===== config.mk =====
export PLATFORM = sky130hd
export DESIGN_NAME = fft_frame_buffer_flat
export DESIGN_NICKNAME = d
export VERILOG_FILES = /design/src/rtl/fft_pkg.sv /design/src/rtl/fft_frame_buffer_if.sv /design/src/rtl/fft_frame_bank.sv /design/src/rtl/fft_frame_buffer.sv /design/src/flat_wrapper.sv
export SDC_FILE = /design/constraint.sdc
export NUM_CORES = 1
export LEC_CHECK = 0
export ABC_CLOCK_PERIOD_IN_PS = 4050
export CAP_MARGIN = 10
export CORE_ASPECT_RATIO = 1.4
export CORE_MARGIN = 2
export CORE_UTILIZATION = 45
export CTS_BUF_LIST = sky130_fd_sc_hd__clkbuf_8
export DETAILED_ROUTE_END_ITERATION = 10
export PLACE_DENSITY = 0.67
export SLEW_MARGIN = 30
export SYNTH_ARGS = -nofsm -noshare
export SYNTH_HDL_FRONTEND = slang
export SYNTH_SLANG_ARGS = --single-unit
export TNS_END_PERCENT = 5

===== constraint.sdc =====
create_clock -name clk -period 4.05 [get_ports clk]
set_clock_uncertainty 0.2 [all_clocks]
set_input_delay 0.6075 -clock clk [delete_from_list [all_inputs] [get_ports clk]]
set_output_delay 0.6075 -clock clk [all_outputs]
set_load 0.01 [all_outputs]

===== src/rtl/fft_pkg.sv =====
// Shared types and helpers for the FFT input stage.
package fft_pkg;

    localparam int N_DEF = 16;
    localparam int W_DEF = 16;
    localparam int LOG2N = $clog2(N_DEF);

    typedef struct packed {
        logic signed [W_DEF-1:0] re;
        logic signed [W_DEF-1:0] im;
    } cplx_t;

    // Reverse the low nbits of idx; used for in-place iterative FFT ordering.
    function automatic int bitrev(input int idx, input int nbits);
        int r;
        r = 0;
        for (int b = 0; b < nbits; b++) begin
            if (idx[b]) r = r | (1 << (nbits - 1 - b));
        end
        return r;
    endfunction

endpackage


===== src/rtl/fft_frame_buffer_if.sv =====
// Serial sample stream in, parallel frame out, for the FFT frame buffer.
interface fft_frame_buffer_if #(
    parameter int N = 16,
    parameter int W = 16
);
    logic signed [W-1:0] in_re;
    logic signed [W-1:0] in_im;
    logic                in_valid;
    logic                in_last;
    logic                in_ready;
    logic signed [W-1:0] frame [N][2];
    logic                frame_valid;
    logic                frame_ready;
    logic                frame_err;

    modport master (
        output in_re, in_im, in_valid, in_last, frame_ready,
        input  in_ready, frame, frame_valid, frame_err
    );

    modport slave (
        input  in_re, in_im, in_valid, in_last, frame_ready,
        output in_ready, frame, frame_valid, frame_err
    );
endinterface


===== src/rtl/fft_frame_bank.sv =====
// N-entry complex register bank: single write port, full parallel read, async clear.
module fft_frame_bank #(
    parameter int N  = 16,
    parameter int W  = 16,
    parameter int AW = $clog2(N)
) (
    input  logic                clk,
    input  logic                rst_n,
    input  logic                we,
    input  logic [AW-1:0]       addr,
    input  logic signed [W-1:0] data_re,
    input  logic signed [W-1:0] data_im,
    output logic signed [W-1:0] q [N][2]
);

    always_ff @(posedge clk or negedge rst_n) begin
        if (!rst_n) begin
            for (int k = 0; k < N; k++) begin
                q[k][0] <= '0;
                q[k][1] <= '0;
            end
        end else if (we) begin
            q[addr][0] <= data_re;
            q[addr][1] <= data_im;
        end
    end

endmodule


===== src/rtl/fft_frame_buffer.sv =====
// Ping-pong frame collector feeding the butterfly network.
// Define FFT_BITREV_EN to store each frame in bit-reversed order.
module fft_frame_buffer
    import fft_pkg::*;
#(
    parameter int N = 16,
    parameter int W = 16
) (
    input  logic              clk,
    input  logic              rst_n,
    fft_frame_buffer_if.slave bus
);

    localparam int LG = $clog2(N);

    logic [LG-1:0]       wr_cnt;
    logic [LG-1:0]       wr_addr;
    logic                wr_bank;
    logic                rd_bank;
    logic [1:0]          full;
    logic                frame_err_r;
    logic                accept;
    logic                last_slot;
    logic                complete;
    logic                take;
    logic signed [W-1:0] q0 [N][2];
    logic signed [W-1:0] q1 [N][2];

    assign accept    = bus.in_valid & ~full[wr_bank];
    assign last_slot = (wr_cnt == LG'(N - 1));
    assign complete  = accept & last_slot;
    assign take      = full[rd_bank] & bus.frame_ready;

    assign bus.in_ready    = ~full[wr_bank];
    assign bus.frame_valid = full[rd_bank];
    assign bus.frame_err   = frame_err_r;

`ifdef FFT_BITREV_EN
    assign wr_addr = LG'(bitrev(int'(wr_cnt), LG));
`else
    assign wr_addr = wr_cnt;
`endif

    // Completion and release always target different banks: a bank can only
    // complete while empty and only be released while full.
    always_ff @(posedge clk or negedge rst_n) begin
        if (!rst_n) begin
            wr_cnt      <= '0;
            wr_bank     <= 1'b0;
            rd_bank     <= 1'b0;
            full        <= '0;
            frame_err_r <= 1'b0;
        end else begin
            frame_err_r <= accept & (bus.in_last ^ last_slot);
            if (accept) begin
                wr_cnt <= (last_slot | bus.in_last) ? '0 : wr_cnt + LG'(1);
            end
            if (complete) begin
                full[wr_bank] <= 1'b1;
                wr_bank       <= ~wr_bank;
            end
            if (take) begin
                full[rd_bank] <= 1'b0;
                rd_bank       <= ~rd_bank;
            end
        end
    end

    fft_frame_bank #(.N(N), .W(W)) u_bank0 (
        .clk     (clk),
        .rst_n   (rst_n),
        .we      (accept & ~wr_bank),
        .addr    (wr_addr),
        .data_re (bus.in_re),
        .data_im (bus.in_im),
        .q       (q0)
    );

    fft_frame_bank #(.N(N), .W(W)) u_bank1 (
        .clk     (clk),
        .rst_n   (rst_n),
        .we      (accept & wr_bank),
        .addr    (wr_addr),
        .data_re (bus.in_re),
        .data_im (bus.in_im),
        .q       (q1)
    );

    always_comb begin
        for (int k = 0; k < N; k++) begin
            bus.frame[k][0] = rd_bank ? q1[k][0] : q0[k][0];
            bus.frame[k][1] = rd_bank ? q1[k][1] : q0[k][1];
        end
    end

endmodule

===== src/flat_wrapper.sv =====
// flat-port wrapper written by rule: the top's interface ports become plain ports
module fft_frame_buffer_flat import fft_pkg::*;
#(
    parameter int N = 16,
    parameter int W = 16
)
  (clk, rst_n, bus_in_re, bus_in_im, bus_in_valid, bus_in_last, bus_frame_ready, bus_in_ready, bus_frame, bus_frame_valid, bus_frame_err);
  fft_frame_buffer_if #(.N(N), .W(W)) bus_i ();
  input  logic clk;
  input  logic rst_n;
  input wire logic [$bits(bus_i.in_re)-1:0] bus_in_re;
  input wire logic [$bits(bus_i.in_im)-1:0] bus_in_im;
  input wire logic [$bits(bus_i.in_valid)-1:0] bus_in_valid;
  input wire logic [$bits(bus_i.in_last)-1:0] bus_in_last;
  input wire logic [$bits(bus_i.frame_ready)-1:0] bus_frame_ready;
  output wire logic [$bits(bus_i.in_ready)-1:0] bus_in_ready;
  output wire logic [$bits(bus_i.frame)-1:0] bus_frame;
  output wire logic [$bits(bus_i.frame_valid)-1:0] bus_frame_valid;
  output wire logic [$bits(bus_i.frame_err)-1:0] bus_frame_err;
  assign bus_i.in_re = bus_in_re;
  assign bus_i.in_im = bus_in_im;
  assign bus_i.in_valid = bus_in_valid;
  assign bus_i.in_last = bus_in_last;
  assign bus_i.frame_ready = bus_frame_ready;
  assign bus_in_ready = bus_i.in_ready;
  assign bus_frame = {>>{bus_i.frame}};
  assign bus_frame_valid = bus_i.frame_valid;
  assign bus_frame_err = bus_i.frame_err;
  fft_frame_buffer #(.N(N), .W(W)) u_core (.clk(clk), .rst_n(rst_n), .bus(bus_i));
endmodule

==> metrics.csv <==
metric;value;unit
port_buffers;551;
slew_headroom;35.1;%
cts_root_buf;clkbuf_8;
cts-buffers-inserted;163;
synth.area.top_cells;dfrtp_1 (58%), mux2_2 (38%), buf_2 (1.2%);
timing.final.crit_share;94.6;%
globalRouteOverflowTotal;0;
start_util;45.2;%
reg2reg_slack;1260;ps
clockBufferDepth;3;
via_count;26500;
drive_above_1_share;52.9;%
nets;3519;
startpoint_type;flop;
synth-main-ff-cell;dfrtp_1;
ys_seq_area_share;57.6;%
fin_setup_tns;0;ps
ir_drop;0.516;mV
worst_slew_pin_slew;974;ps
synthArstFlopShare;100;%
setup_viol;0;
fp.dieH;378;um
synth_nets;2958;
drc;0;
ctsResizeCount;0;
grt_pass1_vias;29300;
worstSkewPairLatency;850;ps
fp.dieW;271;um
syn_inst;2916;
max_freq;261;MHz
r2r_start;u_core.wr_addr[2]$_DFFE_PN0N_;
timing.final.hold_violations;0;
crit_start;u_core.rd_bank$_DFFE_PN0P_;
min_period;3830;ps
ys_ff_latch;1033;
r2r_cells;4;
grt_pass1_wl;190000;um
rsz0062_at_grt;no;
cts.sink_count;1033;
io_pins;552;
synth_top_area_share;57.6;%
routed_via_density;5.38;
wl_per_cell;25.7;um
drt_wl_total;127000;um
finalMaxSlewViolations;0;
drv_cap;0;
min_path_type;input port to flop;
dieArea;102000;um^2
path_max_fanout;30;
end_kind;primary output;
rr_endpoint;u_core.u_bank0.q[64]$_DFFE_PN0P_;
netlist_area;44900;um^2
gp_congestion;0.821;
synthToLayoutAreaGrowth;23.7;%
dp_hpwl;84400;um
status;completed;
track_usage;24.8;%
cp.required;3240;ps
num_rows;137;
dr.pass1.iters;5;
ant_nets;0;
ys_top_cells_by_count;mux2_2 (1514), dfrtp_1 (1033), clkbuf_1 (133);
drtIter0Drc;1118;
clkTransAtPathRegs;60;ps
synth.distinct_cells;33;
yosysMostFrequentCell;mux2_2;
power_leakage;26.9;nW
avgSynthCellArea;15.4;um^2
htree_levels;4;
ys_warn_count;0;
endpoint;bus_frame[169];
grt_max_degree;101;
worstHoldStart;bus_in_re[12];
power_density;472;nW/um^2
critical_path_class;flop to primary output;
synth_edf_count;0;
cts_tree;yes;
antenna_found_initial;2;
whs;226;ps
yosys.area.top_type;dfrtp_1;
fp.coreArea;99200;um^2
worstPathArrival;3020;ps
-- critical path, stage by stage (launching register included) --
cell             delay, ps
dfrtp_4                730
buf_4                  480
mux2_2                 400
clkdlybuf4s50_1        560
-- kinds of logic after synthesis --
logic type               after synthesis  synth area share, %
AO/OA/AOI/OAI                         10                0.153
adder cells (fa/ha/maj)                5                0.139
buffers and inverters                267                 2.72
flip-flops                          1033                 57.6
multiplexers                        1539                 38.6
AND/OR/NAND/NOR                       62                0.822
-- report_power, final --
group,leakage (nW),switching (mW),internal (mW)
combinational,10.9,2.38,3.08
sequential,14.1,0.458,11.3
clock,1.95,4.17,4.86
total,26.9,7.01,19.2
-- layout make-up --
| cell class | count | area, um^2 |
|---|---|---|
| fill | 7892 | 43700 |
| sequential | 1033 | 25900 |
| multi-input combinational | 1616 | 18000 |
| timing repair buffer | 659 | 6650 |
| clock buffer | 214 | 2950 |
| tap | 1320 | 1650 |
| clock inverter | 82 | 434 |
| inverter | 4 | 15.0 |
| antenna | 2 | 5.00 |
-- cells in the final DEF, fill, tap and decap left out, types with 3 or more instances in the layout --
cell	Yosys	layout
nand2_1	13	3
nand2_2	0	9
clkbuf_8	0	214
nor2_4	0	11
nor2b_1	6	3
dfrtp_1	1033	1032
buf_4	10	78
mux2_1	23	23
inv_1	4	59
inv_6	0	3
nor2b_4	0	3
inv_8	0	3
buf_12	0	26
clkdlybuf4s50_1	0	542
buf_2	109	8
nand2b_1	8	7
and4bb_2	3	3
clkinvlp_4	0	5
nand4b_1	4	4
clkinv_2	0	14
ha_1	5	5
mux2_2	1514	1514
-- worst min path at each step --
| stage | end | slack [ps] | cells after the start |
|---|---|---|---|
| after detailed placement | u_core.u_bank1.q[228]$_DFFE_PN0P_ | 270 | 1 |
| after CTS | u_core.u_bank1.q[508]$_DFFE_PN0P_ | 110 | 2 |
| after global routing | u_core.u_bank0.q[383]$_DFFE_PN0P_ | 200 | 2 |
| after global placement | u_core.u_bank1.q[242]$_DFFE_PN0P_ | 260 | 1 |
| after floorplan | u_core.bus.frame_err$_DFF_PN0_ | 110 | 0 |
| final | u_core.u_bank0.q[284]$_DFFE_PN0P_ | 230 | 2 |
-- metrics by stage --
step / setup WS [ps] / std cells / cell area (um^2) / utilization (%) / power [mW]
4_1_cts: 90.2 / 4926 / 55500 / 55.9 / 26.6
3_5_place_dp: 642 / 4628 / 52100 / 52.5 / 17.4
3_3_place_gp: 686 / 4628 / 52100 / 52.5 / 17.3
5_1_grt: 73.3 / 4930 / 55500 / 56.0 / 27.4
2_1_floorplan: 1690 / 2916 / 44900 / - / 14.3
6_report: 220 / 4930 / 55500 / 56.0 / 26.2
-- routing by layer --
metal	GRT usage, %	wire length [um]	vias up
li1	-	-	11500
met3	6.91	7840	223
met4	11.6	5580	0
met5	0	0	-
met2	41.6	62900	652
met1	29.7	50500	14200
-- state kept, by name (all words and copies together) (netlist names) --
register	flops
u_core.bus.frame_err	1
u_core.full	2
u_core.rd_bank	1
u_core.u_bank0.q	512
u_core.u_bank1.q	512
u_core.wr_addr	4
u_core.wr_bank	1
-- what timing repair did --
item / 4_1_cts / 5_1_grt
setup endpoints to repair: 50 / 0
setup buffers: 1 / 0
hold buffers: 1 / 1
hold endpoints to repair: 63 / 10
Note: power is estimated with default switching activity, not from simulation.
